### src/rtl/obi_sram_pkg.sv
// Shared types for the OBI-to-SRAM arbiter.
//   owner_e : which core port owns an in-flight response
//   rsp_t   : one-deep response tracker (valid, owner, is_write, err)
package obi_sram_pkg;

    typedef enum logic {
        OwnerInstr = 1'b0,
        OwnerData  = 1'b1
    } owner_e;

    typedef struct packed {
        logic   valid;
        owner_e owner;
        logic   is_write;
        logic   err;
    } rsp_t;

endpackage

### src/rtl/obi_rr_arb2.sv
// Two-requester round-robin arbiter with combinational grants.
// Ports:
//   clk_i, rst_ni             clock, async active-low reset
//   req_instr_i, req_data_i   requests from fetch and LSU ports
//   gnt_instr_o, gnt_data_o   one-hot (or zero) grants, same cycle as req
module obi_rr_arb2
    import obi_sram_pkg::*;
(
    input  logic clk_i,
    input  logic rst_ni,
    input  logic req_instr_i,
    input  logic req_data_i,
    output logic gnt_instr_o,
    output logic gnt_data_o
);

    owner_e last_q, last_d;

    // Grant decision; a contested cycle goes to the port not granted last.
    always_comb begin
        gnt_instr_o = 1'b0;
        gnt_data_o  = 1'b0;
        last_d      = last_q;
        if (req_instr_i && req_data_i) begin
            if (last_q == OwnerInstr) begin
                gnt_data_o = 1'b1;
            end else begin
                gnt_instr_o = 1'b1;
            end
        end else if (req_instr_i) begin
            gnt_instr_o = 1'b1;
        end else if (req_data_i) begin
            gnt_data_o = 1'b1;
        end
        if (gnt_instr_o) begin
            last_d = OwnerInstr;
        end else if (gnt_data_o) begin
            last_d = OwnerData;
        end
    end

    // Reset as if data won last, so instr takes the first contested cycle.
    always_ff @(posedge clk_i or negedge rst_ni) begin
        if (!rst_ni) begin
            last_q <= OwnerData;
        end else begin
            last_q <= last_d;
        end
    end

endmodule

### src/rtl/obi_sram_arbiter.sv
// Arbitrates a core's instr and data OBI ports onto one single-port SRAM.
// Build option: define OBI_SRAM_RANGE_CHECK_EN to return err for accesses
// outside [BaseAddr, BaseAddr + 4*2^AddrWidth); otherwise addresses alias.
// Ports:
//   clk_i, rst_ni          clock, async active-low reset
//   instr_*                fetch port (read only)
//   data_*                 LSU port (read/write with byte enables)
//   sram_*                 SRAM request side; sram_rdata_i valid one cycle
//                          after a read request
module obi_sram_arbiter
    import obi_sram_pkg::*;
#(
    parameter int unsigned AddrWidth = 12,
    parameter logic [31:0] BaseAddr  = 32'h0000_0000
) (
    input  logic                 clk_i,
    input  logic                 rst_ni,

    input  logic                 instr_req_i,
    output logic                 instr_gnt_o,
    output logic                 instr_rvalid_o,
    input  logic [31:0]          instr_addr_i,
    output logic [31:0]          instr_rdata_o,
    output logic                 instr_err_o,

    input  logic                 data_req_i,
    output logic                 data_gnt_o,
    output logic                 data_rvalid_o,
    input  logic                 data_we_i,
    input  logic [3:0]           data_be_i,
    input  logic [31:0]          data_addr_i,
    input  logic [31:0]          data_wdata_i,
    output logic [31:0]          data_rdata_o,
    output logic                 data_err_o,

    output logic                 sram_req_o,
    output logic                 sram_we_o,
    output logic [3:0]           sram_be_o,
    output logic [AddrWidth-1:0] sram_addr_o,
    output logic [31:0]          sram_wdata_o,
    input  logic [31:0]          sram_rdata_i
);

    localparam int unsigned TagLsb = AddrWidth + 2;

    logic        gnt_instr;
    logic        gnt_data;
    logic        accept;
    logic        in_range;
    logic        rd_ok;
    logic [31:0] sel_addr;
    logic        unused_bits;
    rsp_t        rsp_d, rsp_q;

    obi_rr_arb2 u_arb (
        .clk_i       (clk_i),
        .rst_ni      (rst_ni),
        .req_instr_i (instr_req_i),
        .req_data_i  (data_req_i),
        .gnt_instr_o (gnt_instr),
        .gnt_data_o  (gnt_data)
    );

    assign instr_gnt_o = gnt_instr;
    assign data_gnt_o  = gnt_data;
    assign accept      = gnt_instr | gnt_data;
    assign sel_addr    = gnt_data ? data_addr_i : instr_addr_i;

`ifdef OBI_SRAM_RANGE_CHECK_EN
    // Window is size-aligned, so only the tag bits above it need matching.
    assign in_range    = (sel_addr[31:TagLsb] == BaseAddr[31:TagLsb]);
    assign unused_bits = ^sel_addr[1:0];
`else
    assign in_range    = 1'b1;
    assign unused_bits = ^{sel_addr[31:TagLsb], sel_addr[1:0], BaseAddr};
`endif

    // Forward the accepted request to SRAM; out-of-range requests are dropped.
    always_comb begin
        sram_req_o   = accept & in_range;
        sram_we_o    = sram_req_o & gnt_data & data_we_i;
        sram_be_o    = 4'h0;
        sram_wdata_o = 32'h0;
        sram_addr_o  = sel_addr[TagLsb-1:2];
        if (sram_req_o) begin
            sram_be_o = gnt_data ? data_be_i : 4'hF;
            if (gnt_data) begin
                sram_wdata_o = data_wdata_i;
            end
        end
    end

    // Track the single in-flight response.
    always_comb begin
        rsp_d          = '0;
        rsp_d.valid    = accept;
        rsp_d.owner    = gnt_data ? OwnerData : OwnerInstr;
        rsp_d.is_write = gnt_data & data_we_i;
        rsp_d.err      = accept & ~in_range;
    end

    always_ff @(posedge clk_i or negedge rst_ni) begin
        if (!rst_ni) begin
            rsp_q <= '0;
        end else begin
            rsp_q <= rsp_d;
        end
    end

    // Response side: rdata passes SRAM data only for a clean read response.
    always_comb begin
        instr_rvalid_o = rsp_q.valid & (rsp_q.owner == OwnerInstr);
        data_rvalid_o  = rsp_q.valid & (rsp_q.owner == OwnerData);
        rd_ok          = ~rsp_q.is_write & ~rsp_q.err;
        instr_err_o    = instr_rvalid_o & rsp_q.err;
        data_err_o     = data_rvalid_o & rsp_q.err;
        instr_rdata_o  = (instr_rvalid_o && rd_ok) ? sram_rdata_i : 32'h0;
        data_rdata_o   = (data_rvalid_o && rd_ok) ? sram_rdata_i : 32'h0;
    end

endmodule

### config.mk
export PLATFORM = sky130hd
export DESIGN_NAME = obi_sram_arbiter
export DESIGN_NICKNAME = d
export VERILOG_FILES = /design/src/rtl/obi_sram_pkg.sv /design/src/rtl/obi_rr_arb2.sv /design/src/rtl/obi_sram_arbiter.sv
export SDC_FILE = /design/constraint.sdc
export NUM_CORES = 1
export LEC_CHECK = 0
export CORE_AREA = 3 3 100 102
export DETAILED_ROUTE_END_ITERATION = 8
export DIE_AREA = 0 0 103 105
export DONT_BUFFER_PORTS = 1
export PLACE_DENSITY_LB_ADDON = 0.05
export SLEW_MARGIN = 20
export SYNTH_ARGS = -nofsm -noshare
export SYNTH_HDL_FRONTEND = slang
export SYNTH_SLANG_ARGS = --single-unit
### constraint.sdc
create_clock -name clk_i -period 1.5 [get_ports clk_i]
set_input_delay 0.3 -clock clk_i [delete_from_list [all_inputs] [get_ports clk_i]]
set_output_delay 0.3 -clock clk_i [all_outputs]
set_load 0.005 [all_outputs]
==> results by group <==
Outcome
  – Status: complete, but fails checks
  – Violated checks: setup timing

Cells and area
  – Synthesis-to-finish area growth: 56.3%
  – # fillers: about 1000
  – Fin cells: slightly above 300
  – Diodes inserted: 0
  – Final net count: 330
  – Share of cells above drive strength 1: 50.0%

Global routing
  – Pin count of the biggest net entering global routing: 27
  – Vias in the first global route: just over 1000
  – Antenna violations before repair: 0
  – First-pass GRT wire length: 5460 µm
  – GRT Resource Usage Total: under 10%
  – GR Overflow Total: 0

Clock tree
  – Htree depth: 1
  – Clock transition at path regs: about 0.03 ns
  – TritonCTS buffer count: 3
  – CTS tree: yes
  – Clock Latency Late Sink: 0.22 ns
  – Longest Clk Path Bufs: 2
  – CTS sink count: 4
  – CTS root buf: clkbuf_8

Timing
  – Post-route setup slack: -0.0916 ns
  – Unrepaired setup endpoints after global routing: yes
  – Final Cycle Share: 106%
  – Count of final max-slew check failures: 0
  – Min Tclk post-route: 1.59 ns
  – Clock Skew: 0.0000714 ns
  – Final Hold Fails: 0
  – Final Setup Violations: 52
  – Maximum clock rate: 0.628 GHz

Yosys
  – Post-synth top area share: 23.7%
  – Synth cell types: 21
  – Sequential-to-total area share from yosys stat: 9.70%
  – Top FF cell, synth: dfrtp_1
  – Post-synth ARST share: 100%
  – Commonest cells post-synth: nor2_1, and2_1, nand2_1
  – Post-synth EDFFs: 0
  – Post-Syn Area: 1040 µm²
  – Leading area contributor after synthesis: nor2_1
  – Ys Warns: 0
  – Count leader, synth: nor2_1
  – Syn avg cell area: 5.74 µm²
  – Register bit total from synthesis: 4
  – Dominant cells by area after synthesis: nor2_1, and2_1, nand2_1, mux2_4, dfrtp_1
  – Mapped Cells: approximately 180

Critical path
  – Worst Path Buf+Inv: 1
  – CP delay by family, top: flip-flops
  – Worst Path Max Fanout: 12
  – R2R Setup Slk: 0.29 ns
  – Arr. time, crit path: 1.29 ns
  – Crit-path cells: a21boi_4 -> buf_12 -> mux2_2
  – CP peak stage delay: 0.37 ns
  – Endpoint class of the critical path: output pin
  – WP data required: 1.20 ns
  – WS Path Type: reg2out
  – RR Startpoint: u_arb.last_q$_DFFE_PN1P_
  – Worst-case reg-to-reg path depth: 4
  – Crit path depth: 3
  – Critical path startpoint category: flop
  – CP max stage cell: dfstp_2
  – R2R Path End: rsp_q[1]$_DFF_PN0_

Min path
  – Worst hold-check path type: in2reg
  – Worst Hold Depth: 1
  – Worst Hold End: u_arb.last_q$_DFFE_PN1P_
  – HP Start: instr_req_i

Pwr
  – Max VDD drop: approximately 0.28 mV
  – PD cells: about 600 nW/µm²
  – P_leak: 0.692 nW
  – Overall power: ~0.001 W

Drt
  – Via count: 1275
  – Routed WL: 4840 µm
  – First drt pass iteration count: 4
  – DRT antenna net count: 0
  – DR WL/cell: 16.0 µm
  – Iteration-0 DRC Markers: 12
  – # DRC: 0
  – Avg Vias per Cell: 4.21

Die
  – Die width: just over 100 µm
  – DIE HEIGHT: 105 µm
  – Row count: 35
  – I/O pin cnt: 257
  – Initial Util: 11.4%
  – CORE AREA: 9200 µm²
  – Die Area: 10800 µm²

Placed design
  – Placed Cells: 290
  – Detailed placement HPWL: approximately 3700 µm
  – Routability Congestion: 0.643
  – I/O Buffers: 0

Run
  – Max cap viols: 0
[power by group]
group	leakage, nW	total (W)	switching, W	internal, W
clock	0.0228	0.000242	0.0000599	0.000182
sequential	0.0431	0.000138	0.0000155	0.000122
combinational	0.626	0.000602	0.000326	0.000276
total	0.692	0.000982	0.000402	0.000580
[cell usage in the layout, fill, tap and decap left out]
cell type       n
nor2_1         34
and2_1         12
dfstp_2         1
buf_6           1
conb_1          2
o21ai_1         4
mux2_4          7
clkbuf_1        1
inv_1           3
nand2_1        31
nor2b_1         1
dlygate4sd3_1   1
dfrtp_2         3
nand2b_4        2
buf_4           9
clkbuf_8        3
buf_12          5
or2_2           1
nor2_4         18
nor2_2         14
nand2b_1        6
a21boi_4        1
or2_4           4
clkbuf_16       1
a21oi_1         1
mux2_2          5
and2_4         21
[metal layers]
layer / global-route usage (%) / vias up / share of wire (%)
li1: - / 572 / -
met1: 5.20 / 562 / 30
met2: 13.4 / 139 / 57
met3: 2.60 / 2 / 12
met4: 1.67 / 0 / 0.68
met5: 0 / - / 0
[final cells by class]
cell class | count | area [µm²] | share of cell area (%)
flip-flops and latches | 4 | 105 | 6.44
repair buffers | 17 | 214 | 13.1
clock buffers | 4 | 45.0 | 2.76
inverters | 3 | 11.3 | 0.690
multi-input cells | 164 | 1120 | 68.5
well taps | 111 | 139 | 8.51
[state kept, by name, indices dropped and copies added, names as in the netlist]
| signal | count |
|---|---|
| u_arb.last_q | 1 |
| rsp_q | 3 |
[metrics by stage]
step | utilization, % | cell area [µm²] | worst slack (ns) | setup TNS [ns] | hold slack (ns)
after floorplan | - | 1050 | 0.0916 | 0 | 0.00441
after global placement | 13.4 | 1230 | 0.0567 | 0 | 0.00469
after detailed placement | 13.4 | 1230 | 0.0401 | 0 | 0.00469
after CTS | 14.2 | 1310 | -0.111 | -3.13 | 0.131
after global routing | 17.8 | 1630 | -0.134 | -5.69 | 0.136
final | 17.8 | 1630 | -0.0916 | -3.35 | 0.135
[timing repair]
item	CTS	global route
endpoints found under the setup margin	58	78
pin swaps	0	3
hold buffers	1	0
gates cloned	0	4
resized for setup	9	77
buffers inserted	0	4
endpoints found under the hold margin	4	0
[worst max path at each step]
stage                                         from                to
after floorplan           u_arb.last_q$_DFFE_PN1P_   sram_addr_o[10]
after global placement          rsp_q[2]$_DFF_PN0_  instr_rdata_o[5]
after detailed placement        rsp_q[2]$_DFF_PN0_  instr_rdata_o[5]
after CTS                 u_arb.last_q$_DFFE_PN1P_   sram_wdata_o[7]
after global routing      u_arb.last_q$_DFFE_PN1P_    sram_addr_o[4]
final                     u_arb.last_q$_DFFE_PN1P_    sram_addr_o[4]
[cell families after synthesis]
family,after synthesis,synth area share [%]
mux,12,15.1
flops,4,9.70
buf+inv,18,9.46
other cells,1,0.359
compound gates,6,4.19
simple gates,141,61.2
Note: power is estimated with default switching activity, not from simulation.
